$ cat config.mk
export PLATFORM = sky130hd
export DESIGN_NAME = csr_regfile
export DESIGN_NICKNAME = d
export VERILOG_FILES = /design/src/rtl/csr_regfile_pkg.sv /design/src/rtl/csr_regfile_counter.sv /design/src/rtl/csr_regfile.sv
export SDC_FILE = /design/constraint.sdc
export NUM_CORES = 1
export LEC_CHECK = 0
export BUFFER_PORTS_ARGS = -buffer_cell sky130_fd_sc_hd__buf_4
export CAP_MARGIN = 40
export CORE_ASPECT_RATIO = 0.5
export CORE_MARGIN = 3
export CORE_UTILIZATION = 45
export DETAILED_ROUTE_END_ITERATION = 8
export PLACE_DENSITY = 0.63
export SLEW_MARGIN = 20
export SYNTH_ARGS = -nofsm -noshare
export SYNTH_HDL_FRONTEND = slang
export SYNTH_HIERARCHICAL = 1
export SYNTH_SLANG_ARGS = --single-unit
$ cat constraint.sdc
create_clock -name clk -period 30.1 [get_ports clk]
set_clock_uncertainty 0.2 [all_clocks]
set_input_delay 6.02 -clock clk [delete_from_list [all_inputs] [get_ports clk]]
set_output_delay 6.02 -clock clk [all_outputs]
set_load 0.01 [all_outputs]
$ cat src/rtl/csr_regfile_pkg.sv
// -----------------------------------------------------------------------------
// csr_regfile_pkg
// Shared definitions for the machine-mode CSR file:
//   - CSR address constants
//   - mstatus / mie / mip bit positions
//   - interrupt cause codes
//   - writable-bit masks
//   - priority encoder that selects the interrupt to report
// -----------------------------------------------------------------------------
package csr_regfile_pkg;

    // CSR address map
    localparam logic [11:0] CSR_MSTATUS  = 12'h300;
    localparam logic [11:0] CSR_MISA     = 12'h301;
    localparam logic [11:0] CSR_MIE      = 12'h304;
    localparam logic [11:0] CSR_MTVEC    = 12'h305;
    localparam logic [11:0] CSR_MSCRATCH = 12'h340;
    localparam logic [11:0] CSR_MEPC     = 12'h341;
    localparam logic [11:0] CSR_MCAUSE   = 12'h342;
    localparam logic [11:0] CSR_MTVAL    = 12'h343;
    localparam logic [11:0] CSR_MIP      = 12'h344;
    localparam logic [11:0] CSR_MCYCLE   = 12'hB00;
    localparam logic [11:0] CSR_MINSTRET = 12'hB02;
    localparam logic [11:0] CSR_MHARTID  = 12'hF14;

    // mstatus fields
    localparam int MSTATUS_MIE_BIT    = 3;
    localparam int MSTATUS_MPIE_BIT   = 7;
    localparam int MSTATUS_MPP_LO_BIT = 11;
    localparam int MSTATUS_MPP_HI_BIT = 12;

    // mie / mip bit positions (same layout for both registers)
    localparam int IRQ_MSI_BIT = 3;
    localparam int IRQ_MTI_BIT = 7;
    localparam int IRQ_MEI_BIT = 11;

    // Interrupt cause codes
    localparam logic [3:0] INT_CODE_NONE = 4'd0;
    localparam logic [3:0] INT_CODE_MSI  = 4'd3;
    localparam logic [3:0] INT_CODE_MTI  = 4'd7;
    localparam logic [3:0] INT_CODE_MEI  = 4'd11;

    // Writable bits of the low 12 bits of mie (everything above is hardwired 0)
    localparam logic [11:0] MIE_WMASK = 12'h888;

    // Highest-priority pending interrupt: external > software > timer
    function automatic logic [3:0] irq_code_f(input logic [11:0] pend);
        logic [3:0] code;
        if (pend[IRQ_MEI_BIT]) begin
            code = INT_CODE_MEI;
        end else if (pend[IRQ_MSI_BIT]) begin
            code = INT_CODE_MSI;
        end else if (pend[IRQ_MTI_BIT]) begin
            code = INT_CODE_MTI;
        end else begin
            code = INT_CODE_NONE;
        end
        return code;
    endfunction

endpackage

$ cat src/rtl/csr_regfile_counter.sv
// -----------------------------------------------------------------------------
// csr_counter
// Free-running counter with a load port. A load in the same cycle as an
// increment wins: the counter takes load_data and does not increment.
// Wraps from all-ones to zero.
// Ports:
//   clk, rst    clock, asynchronous active-high reset (count -> 0)
//   inc_en      add one this cycle
//   load_en     load load_data this cycle (priority over inc_en)
//   load_data   value to load
//   count       current counter value (registered)
// -----------------------------------------------------------------------------
module csr_counter #(
    parameter int WIDTH = 64
) (
    input  logic             clk,
    input  logic             rst,
    input  logic             inc_en,
    input  logic             load_en,
    input  logic [WIDTH-1:0] load_data,
    output logic [WIDTH-1:0] count
);

    logic [WIDTH-1:0] count_r;

    // Counter state: load has priority over increment
    always_ff @(posedge clk or posedge rst) begin
        if (rst) begin
            count_r <= {WIDTH{1'b0}};
        end else if (load_en) begin
            count_r <= load_data;
        end else if (inc_en) begin
            count_r <= count_r + {{(WIDTH-1){1'b0}}, 1'b1};
        end
    end

    assign count = count_r;

endmodule

$ cat src/rtl/csr_regfile.sv
// -----------------------------------------------------------------------------
// csr_regfile
// Machine-mode CSR storage for the 64-bit in-order pipeline.
// Ports:
//   clk, rst              clock, asynchronous active-high reset
//   csr_ridx_i            read index; csr_rdata_o / csr_ilegl_o are combinational
//   csr_wen_i/widx/wdata  software CSR write from writeback
//   trap_i, mret_i        trap entry / mret retiring in writeback
//   mcause/mtval/mepc_*   trap-side register updates (ignored during mret)
//   instret_i             one instruction retired (minstret increment)
//   *_irq_i               level interrupt sources, form mip
//   mtvec_rdata_o         trap vector, pre-update value for redirect
//   mepc_rdata_o          return PC, pre-update value for redirect
//   int_pending_o         an enabled interrupt is pending and MIE is set
//   int_code_o            cause code of the interrupt to take (0 when none)
// When trap_i and mret_i are both high, mret takes precedence.
// -----------------------------------------------------------------------------
module csr_regfile
    import csr_regfile_pkg::*;
#(
    parameter int              XLEN      = 64,
    parameter logic [XLEN-1:0] MTVEC_RST = {XLEN{1'b0}},
    parameter logic [XLEN-1:0] MISA_VAL  = 64'h8000_0000_0000_0100,
    parameter int              HART_ID   = 0
) (
    input  logic            clk,
    input  logic            rst,
    input  logic [11:0]     csr_ridx_i,
    output logic [XLEN-1:0] csr_rdata_o,
    output logic            csr_ilegl_o,
    input  logic            csr_wen_i,
    input  logic [11:0]     csr_widx_i,
    input  logic [XLEN-1:0] csr_wdata_i,
    input  logic            trap_i,
    input  logic            mret_i,
    input  logic            mcause_wen_i,
    input  logic [XLEN-1:0] mcause_wdata_i,
    input  logic            mtval_wen_i,
    input  logic [XLEN-1:0] mtval_wdata_i,
    input  logic            mepc_wen_i,
    input  logic [XLEN-1:0] mepc_wdata_i,
    input  logic            instret_i,
    input  logic            timer_irq_i,
    input  logic            sw_irq_i,
    input  logic            ext_irq_i,
    output logic [XLEN-1:0] mtvec_rdata_o,
    output logic [XLEN-1:0] mepc_rdata_o,
    output logic            int_pending_o,
    output logic [3:0]      int_code_o
);

    // Clears bits [1:0] for 4-byte aligned addresses
    localparam logic [XLEN-1:0] ALIGN_MASK = ~{{(XLEN-2){1'b0}}, 2'b11};

    logic            mie_bit_r;
    logic            mpie_bit_r;
    logic [11:0]     mie_r;
    logic [XLEN-1:0] mtvec_r;
    logic [XLEN-1:0] mscratch_r;
    logic [XLEN-1:0] mepc_r;
    logic [XLEN-1:0] mcause_r;
    logic [XLEN-1:0] mtval_r;
    logic [XLEN-1:0] mcycle_s;
    logic [XLEN-1:0] minstret_s;

    logic            trap_take_s;
    logic            we_mstatus_s;
    logic            we_mie_s;
    logic            we_mtvec_s;
    logic            we_mscratch_s;
    logic            we_mepc_s;
    logic            we_mcause_s;
    logic            we_mtval_s;
    logic            we_mcycle_s;
    logic            we_minstret_s;

    logic [XLEN-1:0] mstatus_s;
    logic [11:0]     mip_s;
    logic [11:0]     pend_s;
    logic [XLEN-1:0] rdata_s;
    logic            ilegl_s;

    // A trap only acts when no mret is retiring in the same cycle
    assign trap_take_s = trap_i & ~mret_i;

    // Software write decode
    always_comb begin
        we_mstatus_s  = csr_wen_i & (csr_widx_i == CSR_MSTATUS);
        we_mie_s      = csr_wen_i & (csr_widx_i == CSR_MIE);
        we_mtvec_s    = csr_wen_i & (csr_widx_i == CSR_MTVEC);
        we_mscratch_s = csr_wen_i & (csr_widx_i == CSR_MSCRATCH);
        we_mepc_s     = csr_wen_i & (csr_widx_i == CSR_MEPC);
        we_mcause_s   = csr_wen_i & (csr_widx_i == CSR_MCAUSE);
        we_mtval_s    = csr_wen_i & (csr_widx_i == CSR_MTVAL);
        we_mcycle_s   = csr_wen_i & (csr_widx_i == CSR_MCYCLE);
        we_minstret_s = csr_wen_i & (csr_widx_i == CSR_MINSTRET);
    end

    // mstatus interrupt-enable stack: mret > trap > software write
    always_ff @(posedge clk or posedge rst) begin
        if (rst) begin
            mie_bit_r  <= 1'b0;
            mpie_bit_r <= 1'b0;
        end else if (mret_i) begin
            mie_bit_r  <= mpie_bit_r;
            mpie_bit_r <= 1'b1;
        end else if (trap_take_s) begin
            mpie_bit_r <= mie_bit_r;
            mie_bit_r  <= 1'b0;
        end else if (we_mstatus_s) begin
            mie_bit_r  <= csr_wdata_i[MSTATUS_MIE_BIT];
            mpie_bit_r <= csr_wdata_i[MSTATUS_MPIE_BIT];
        end
    end

    // Software-only registers: mie, mtvec, mscratch
    always_ff @(posedge clk or posedge rst) begin
        if (rst) begin
            mie_r      <= 12'h000;
            mtvec_r    <= MTVEC_RST & ALIGN_MASK;
            mscratch_r <= {XLEN{1'b0}};
        end else begin
            if (we_mie_s) begin
                mie_r <= csr_wdata_i[11:0] & MIE_WMASK;
            end
            if (we_mtvec_s) begin
                mtvec_r <= csr_wdata_i & ALIGN_MASK;
            end
            if (we_mscratch_s) begin
                mscratch_r <= csr_wdata_i;
            end
        end
    end

    // Trap-side registers: a trap write beats a software write to the same CSR
    always_ff @(posedge clk or posedge rst) begin
        if (rst) begin
            mepc_r   <= {XLEN{1'b0}};
            mcause_r <= {XLEN{1'b0}};
            mtval_r  <= {XLEN{1'b0}};
        end else begin
            if (trap_take_s && mepc_wen_i) begin
                mepc_r <= mepc_wdata_i & ALIGN_MASK;
            end else if (we_mepc_s) begin
                mepc_r <= csr_wdata_i & ALIGN_MASK;
            end
            if (trap_take_s && mcause_wen_i) begin
                mcause_r <= mcause_wdata_i;
            end else if (we_mcause_s) begin
                mcause_r <= csr_wdata_i;
            end
            if (trap_take_s && mtval_wen_i) begin
                mtval_r <= mtval_wdata_i;
            end else if (we_mtval_s) begin
                mtval_r <= csr_wdata_i;
            end
        end
    end

    csr_counter #(.WIDTH(XLEN)) u_mcycle (
        .clk       (clk),
        .rst       (rst),
        .inc_en    (1'b1),
        .load_en   (we_mcycle_s),
        .load_data (csr_wdata_i),
        .count     (mcycle_s)
    );

    csr_counter #(.WIDTH(XLEN)) u_minstret (
        .clk       (clk),
        .rst       (rst),
        .inc_en    (instret_i),
        .load_en   (we_minstret_s),
        .load_data (csr_wdata_i),
        .count     (minstret_s)
    );

    // Architectural mstatus view: MPP hardwired to M-mode, other fields zero
    always_comb begin
        mstatus_s                                       = {XLEN{1'b0}};
        mstatus_s[MSTATUS_MPP_HI_BIT:MSTATUS_MPP_LO_BIT] = 2'b11;
        mstatus_s[MSTATUS_MPIE_BIT]                     = mpie_bit_r;
        mstatus_s[MSTATUS_MIE_BIT]                      = mie_bit_r;
    end

    // mip mirrors the live interrupt lines
    always_comb begin
        mip_s              = 12'h000;
        mip_s[IRQ_MSI_BIT] = sw_irq_i;
        mip_s[IRQ_MTI_BIT] = timer_irq_i;
        mip_s[IRQ_MEI_BIT] = ext_irq_i;
    end

    assign pend_s = mie_r & mip_s;

    // Interrupt report is gated by the global MIE so code is 0 whenever not pending
    always_comb begin
        int_pending_o = mie_bit_r & (|pend_s);
        int_code_o    = mie_bit_r ? irq_code_f(pend_s) : INT_CODE_NONE;
    end

    // Combinational read mux; no write bypass
    always_comb begin
        rdata_s = {XLEN{1'b0}};
        ilegl_s = 1'b0;
        case (csr_ridx_i)
            CSR_MSTATUS:  rdata_s = mstatus_s;
            CSR_MISA:     rdata_s = MISA_VAL;
            CSR_MIE:      rdata_s = {{(XLEN-12){1'b0}}, mie_r};
            CSR_MTVEC:    rdata_s = mtvec_r;
            CSR_MSCRATCH: rdata_s = mscratch_r;
            CSR_MEPC:     rdata_s = mepc_r;
            CSR_MCAUSE:   rdata_s = mcause_r;
            CSR_MTVAL:    rdata_s = mtval_r;
            CSR_MIP:      rdata_s = {{(XLEN-12){1'b0}}, mip_s};
            CSR_MCYCLE:   rdata_s = mcycle_s;
            CSR_MINSTRET: rdata_s = minstret_s;
            CSR_MHARTID:  rdata_s = XLEN'(HART_ID);
            default:      ilegl_s = 1'b1;
        endcase
    end

    assign csr_rdata_o   = rdata_s;
    assign csr_ilegl_o   = ilegl_s;
    assign mtvec_rdata_o = mtvec_r;
    assign mepc_rdata_o  = mepc_r;

endmodule
==> impl_metrics.env <==
export IMPL_multiInputGateArea_um2=12420
export IMPL_intPower_mw=1.100
export IMPL_finalHoldViolCount=0
export IMPL_final_common_cell="buf_4"
export IMPL_cp_end_kind="output port"
export IMPL_start_kind="input pin"
export IMPL_nets=3295
export IMPL_rows=59
export IMPL_drv_slew=0
export IMPL_syn_avg_cell_area_um2=9.440
export IMPL_clk_latency_ns=0.58
export IMPL_placed_area_um2=28830
export IMPL_hp_start="mscratch_r[44]"
export IMPL_wire_per_inst_um=24.04
export IMPL_core_area_um2=53000
export IMPL_pin_count=490
export IMPL_timing_fmax_mhz=65.56
export IMPL_p_per_area_nw_per_um2=49.20
export IMPL_swShare=0.2651
export IMPL_cts_sinks=449
export IMPL_initial_core_util=0.4640
export IMPL_crit_slowest_cell="nor4_2"
export IMPL_ys_seq_area_frac=0.4569
export IMPL_synth_edf_count=0
export IMPL_grt_use_total=0.3009
export IMPL_seq_power_share=0.468
export IMPL_cts_hold_buf=0
export IMPL_rsz0062_at_grt="no"
export IMPL_setup_viol=0
export IMPL_cts_buffer_depth=3
export IMPL_max_stage_delay_ns=0.84
export IMPL_fillCellCount=4700
export IMPL_grt_ovfl_total=0
export IMPL_placedCellCount=3651
export IMPL_layout_common_cells="523 x buf_4, 449 x dfrtp_1, 447 x nand2_1"
export IMPL_post_cts_buffers=0
export IMPL_leakagePower_nw=14.19
export IMPL_ys_flop_type="dfrtp_1"
export IMPL_path_class="in2out"
export IMPL_use_met2=0.4947
export IMPL_cts_max_level=2
export IMPL_fin_setup_tns_ns=0
export IMPL_viasPerCell=6.094
export IMPL_critPathArrivalTime_ns=9.03
export IMPL_cts_resized=0
export IMPL_r2r_start="u_minstret/count[8]"
export IMPL_synth_cell_types=77
export IMPL_die_y_um=171.3
export IMPL_critPathMaxFanout=26
export IMPL_routed_wl_um=89780
export IMPL_crit_start="csr_ridx_i[1]"
export IMPL_hp_class="reg2reg"
export IMPL_port_buffers=483
export IMPL_maxCapViolCount=0
export IMPL_min_path_cells=1
export IMPL_holdWs_ns=0.2933
export IMPL_grt_start_max_net_pins=85
export IMPL_comb_power_share=0.131
export IMPL_die_w_um=336.6
export IMPL_crit_chain="buf_4 > nor4_2 > buf_4 > and2_2 > buf_12 > a222oi_1 > o211ai_1 > buf_4"
export IMPL_syn_area_um2=24590
export IMPL_postSynthRegisterBits=449
export IMPL_power_switching_mw=0.3967
export IMPL_worst_pin_slew_ns=0.9054
export IMPL_final_cells=3735
export IMPL_cp_required_ns=23.88
export IMPL_regArea_um2=11240
export IMPL_met3_usage=0.04256
export IMPL_slew_headroom=0.3914
export IMPL_period_needed_ns=15.25
export IMPL_drive_gt1_frac=0.2602
export IMPL_finalCritPeriodShare=0.5068
export IMPL_detailedRoute_firstPassIterationCount=7
export IMPL_syn_inst=2605
export IMPL_outcome="complete, no violations"
export IMPL_route_detailed_drc=0
export IMPL_reg2regPathDepth=5
export IMPL_first_iter_violations=2254
export IMPL_busiest_layer="met2"
export IMPL_cts_reportedPaths_clkPinSlew_ns=0.06
export IMPL_ys_warn_count=6
export IMPL_clockPowerShare=0.400
export IMPL_cts_tree="done"
export IMPL_ys_async_sr_fraction=1.000
export IMPL_vias=22760
export IMPL_antenna_found_initial=2
export IMPL_hpwl_um=63130
export IMPL_place_congestion=0.9023
export IMPL_grt_pass1_vias=21790
export IMPL_route_antenna_remaining_nets=0
export IMPL_met1_usage=0.4186
export IMPL_cts_root_buf="clkbuf_16"
export IMPL_ir_drop_uv=31.44
export IMPL_cts_made_buffers=43
export IMPL_fin_area_um2=30420
export IMPL_area_growth_pct=23.72
export IMPL_critical_path_most_common_cell="buf_4"
export IMPL_dieArea_um2=57660
export IMPL_grt_pass1_wl_um=134100
[metal layers]
layer | vias to the layer above | part of all wire
met5 | - | 0
met2 | 855 | 0.48
met3 | 123 | 0.068
met1 | 11450 | 0.43
li1 | 10330 | -
met4 | 0 | 0.025
[cells in the mapped netlist, types with 4 or more instances]
cell | number | area share
nand2_1 | 450 | 0.069
dfrtp_1 | 449 | 0.46
nor2_1 | 259 | 0.040
a31oi_1 | 167 | 0.042
mux2_2 | 131 | 0.060
clkbuf_1 | 113 | 0.017
mux2i_1 | 112 | 0.046
o21ai_0 | 96 | 0.020
a21oi_1 | 70 | 0.014
a22o_1 | 58 | 0.021
xor2_1 | 54 | 0.019
nand4_1 | 53 | 0.013
buf_2 | 52 | 0.011
nand3_1 | 50 | 0.010
o211ai_1 | 43 | 0.013
a222oi_1 | 42 | 0.017
a22oi_1 | 34 | 0.010
xnor2_1 | 30 | 0.011
and4_1 | 27 | 0.0096
or4_1 | 27 | 0.0082
o31ai_1 | 25 | 0.0076
and3_1 | 24 | 0.0061
or3_1 | 20 | 0.0051
nor3_1 | 19 | 0.0039
nor4_1 | 19 | 0.0048
inv_1 | 18 | 0.0027
a211o_1 | 15 | 0.0053
buf_4 | 15 | 0.0046
buf_6 | 14 | 0.0064
o22ai_1 | 13 | 0.0033
mux2_1 | 8 | 0.0037
nor2b_1 | 8 | 0.0020
a221o_1 | 5 | 0.0020
and2_1 | 5 | 0.0013
nand4_4 | 5 | 0.0043
nor4bb_1 | 5 | 0.0020
a32oi_1 | 4 | 0.0014
buf_1 | 4 | 0.00061
nand2b_1 | 4 | 0.0010
[metrics by stage]
| stage | total power, mW | utilization | setup slack (ns) |
|---|---|---|---|
| after floorplan | 0.8046 | - | 15.00 |
| after global placement | 0.9000 | 0.5383 | 14.61 |
| after detailed placement | 0.9086 | 0.5440 | 14.95 |
| after CTS | 1.506 | 0.5726 | 14.95 |
| after global routing | 1.557 | 0.5740 | 14.84 |
| final | 1.497 | 0.5740 | 14.85 |
[worst paths after layout]
path	endpoint	slack [ns]
worst max register to register	u_minstret/count[63]	26.79
worst min register to register	mscratch_r[44]	0.29
min in group asynchronous	mtvec_rdata_o[8]	5.21
max in group asynchronous	mscratch_r[36]	23.10
worst max-delay path	csr_rdata_o[52]	14.85
worst min-delay path	mscratch_r[44]	0.29
[cells by family (layout without fill, tap and decap cells)]
family / Yosys count / in the layout / synth area share
XOR/XNOR: 84 / 84 / 0.02992
AO/OA/AOI/OAI: 590 / 590 / 0.1637
multiplexers: 253 / 253 / 0.1108
buffers and inverters: 219 / 638 / 0.04304
adder cells (fa/ha/maj): 2 / 2 / 0.001017
AND/OR/NAND/NOR: 1006 / 1006 / 0.1943
other: 2 / 12 / 0.0003054
flip-flops: 449 / 449 / 0.4569
[state kept, by name, indices dropped and copies added, names as in the netlist]
| signal | flops |
|---|---|
| mscratch_r | 64 |
| mie_bit_r | 1 |
| mcause_r | 64 |
| mpie_bit_r | 1 |
| mie_r | 3 |
| u_mcycle/count | 64 |
| mtvec_rdata_o | 62 |
| mepc_rdata_o | 62 |
| u_minstret/count | 64 |
| mtval_r | 64 |
[area by class of cell]
type,count,share of cell area
well taps,701,0.02883
repair buffers,542,0.1410
flip-flops and latches,449,0.3693
clock inverters,11,0.006005
clock buffers,65,0.04376
multi-input cells,1945,0.4082
inverters,20,0.002714
diodes,2,0.0001645
[power by group through the flow]
stage / combinational (mW) / clock, mW / sequential [mW]
3_5_place_dp: 0.197 / 0 / 0.712
3_3_place_gp: 0.190 / 0 / 0.710
6_report: 0.196 / 0.599 / 0.701
5_1_grt: 0.218 / 0.631 / 0.709
4_1_cts: 0.197 / 0.608 / 0.701
2_1_floorplan: 0.0976 / 0 / 0.707
[worst max-delay path, delay by kind of cell]
family | cells | cell delay [ns]
buffers and inverters | 4 | 1.19
AOI/OAI and AO/OA | 2 | 0.32
and+or+nand+nor | 2 | 1.45
(Power assumes the default switching activity.)
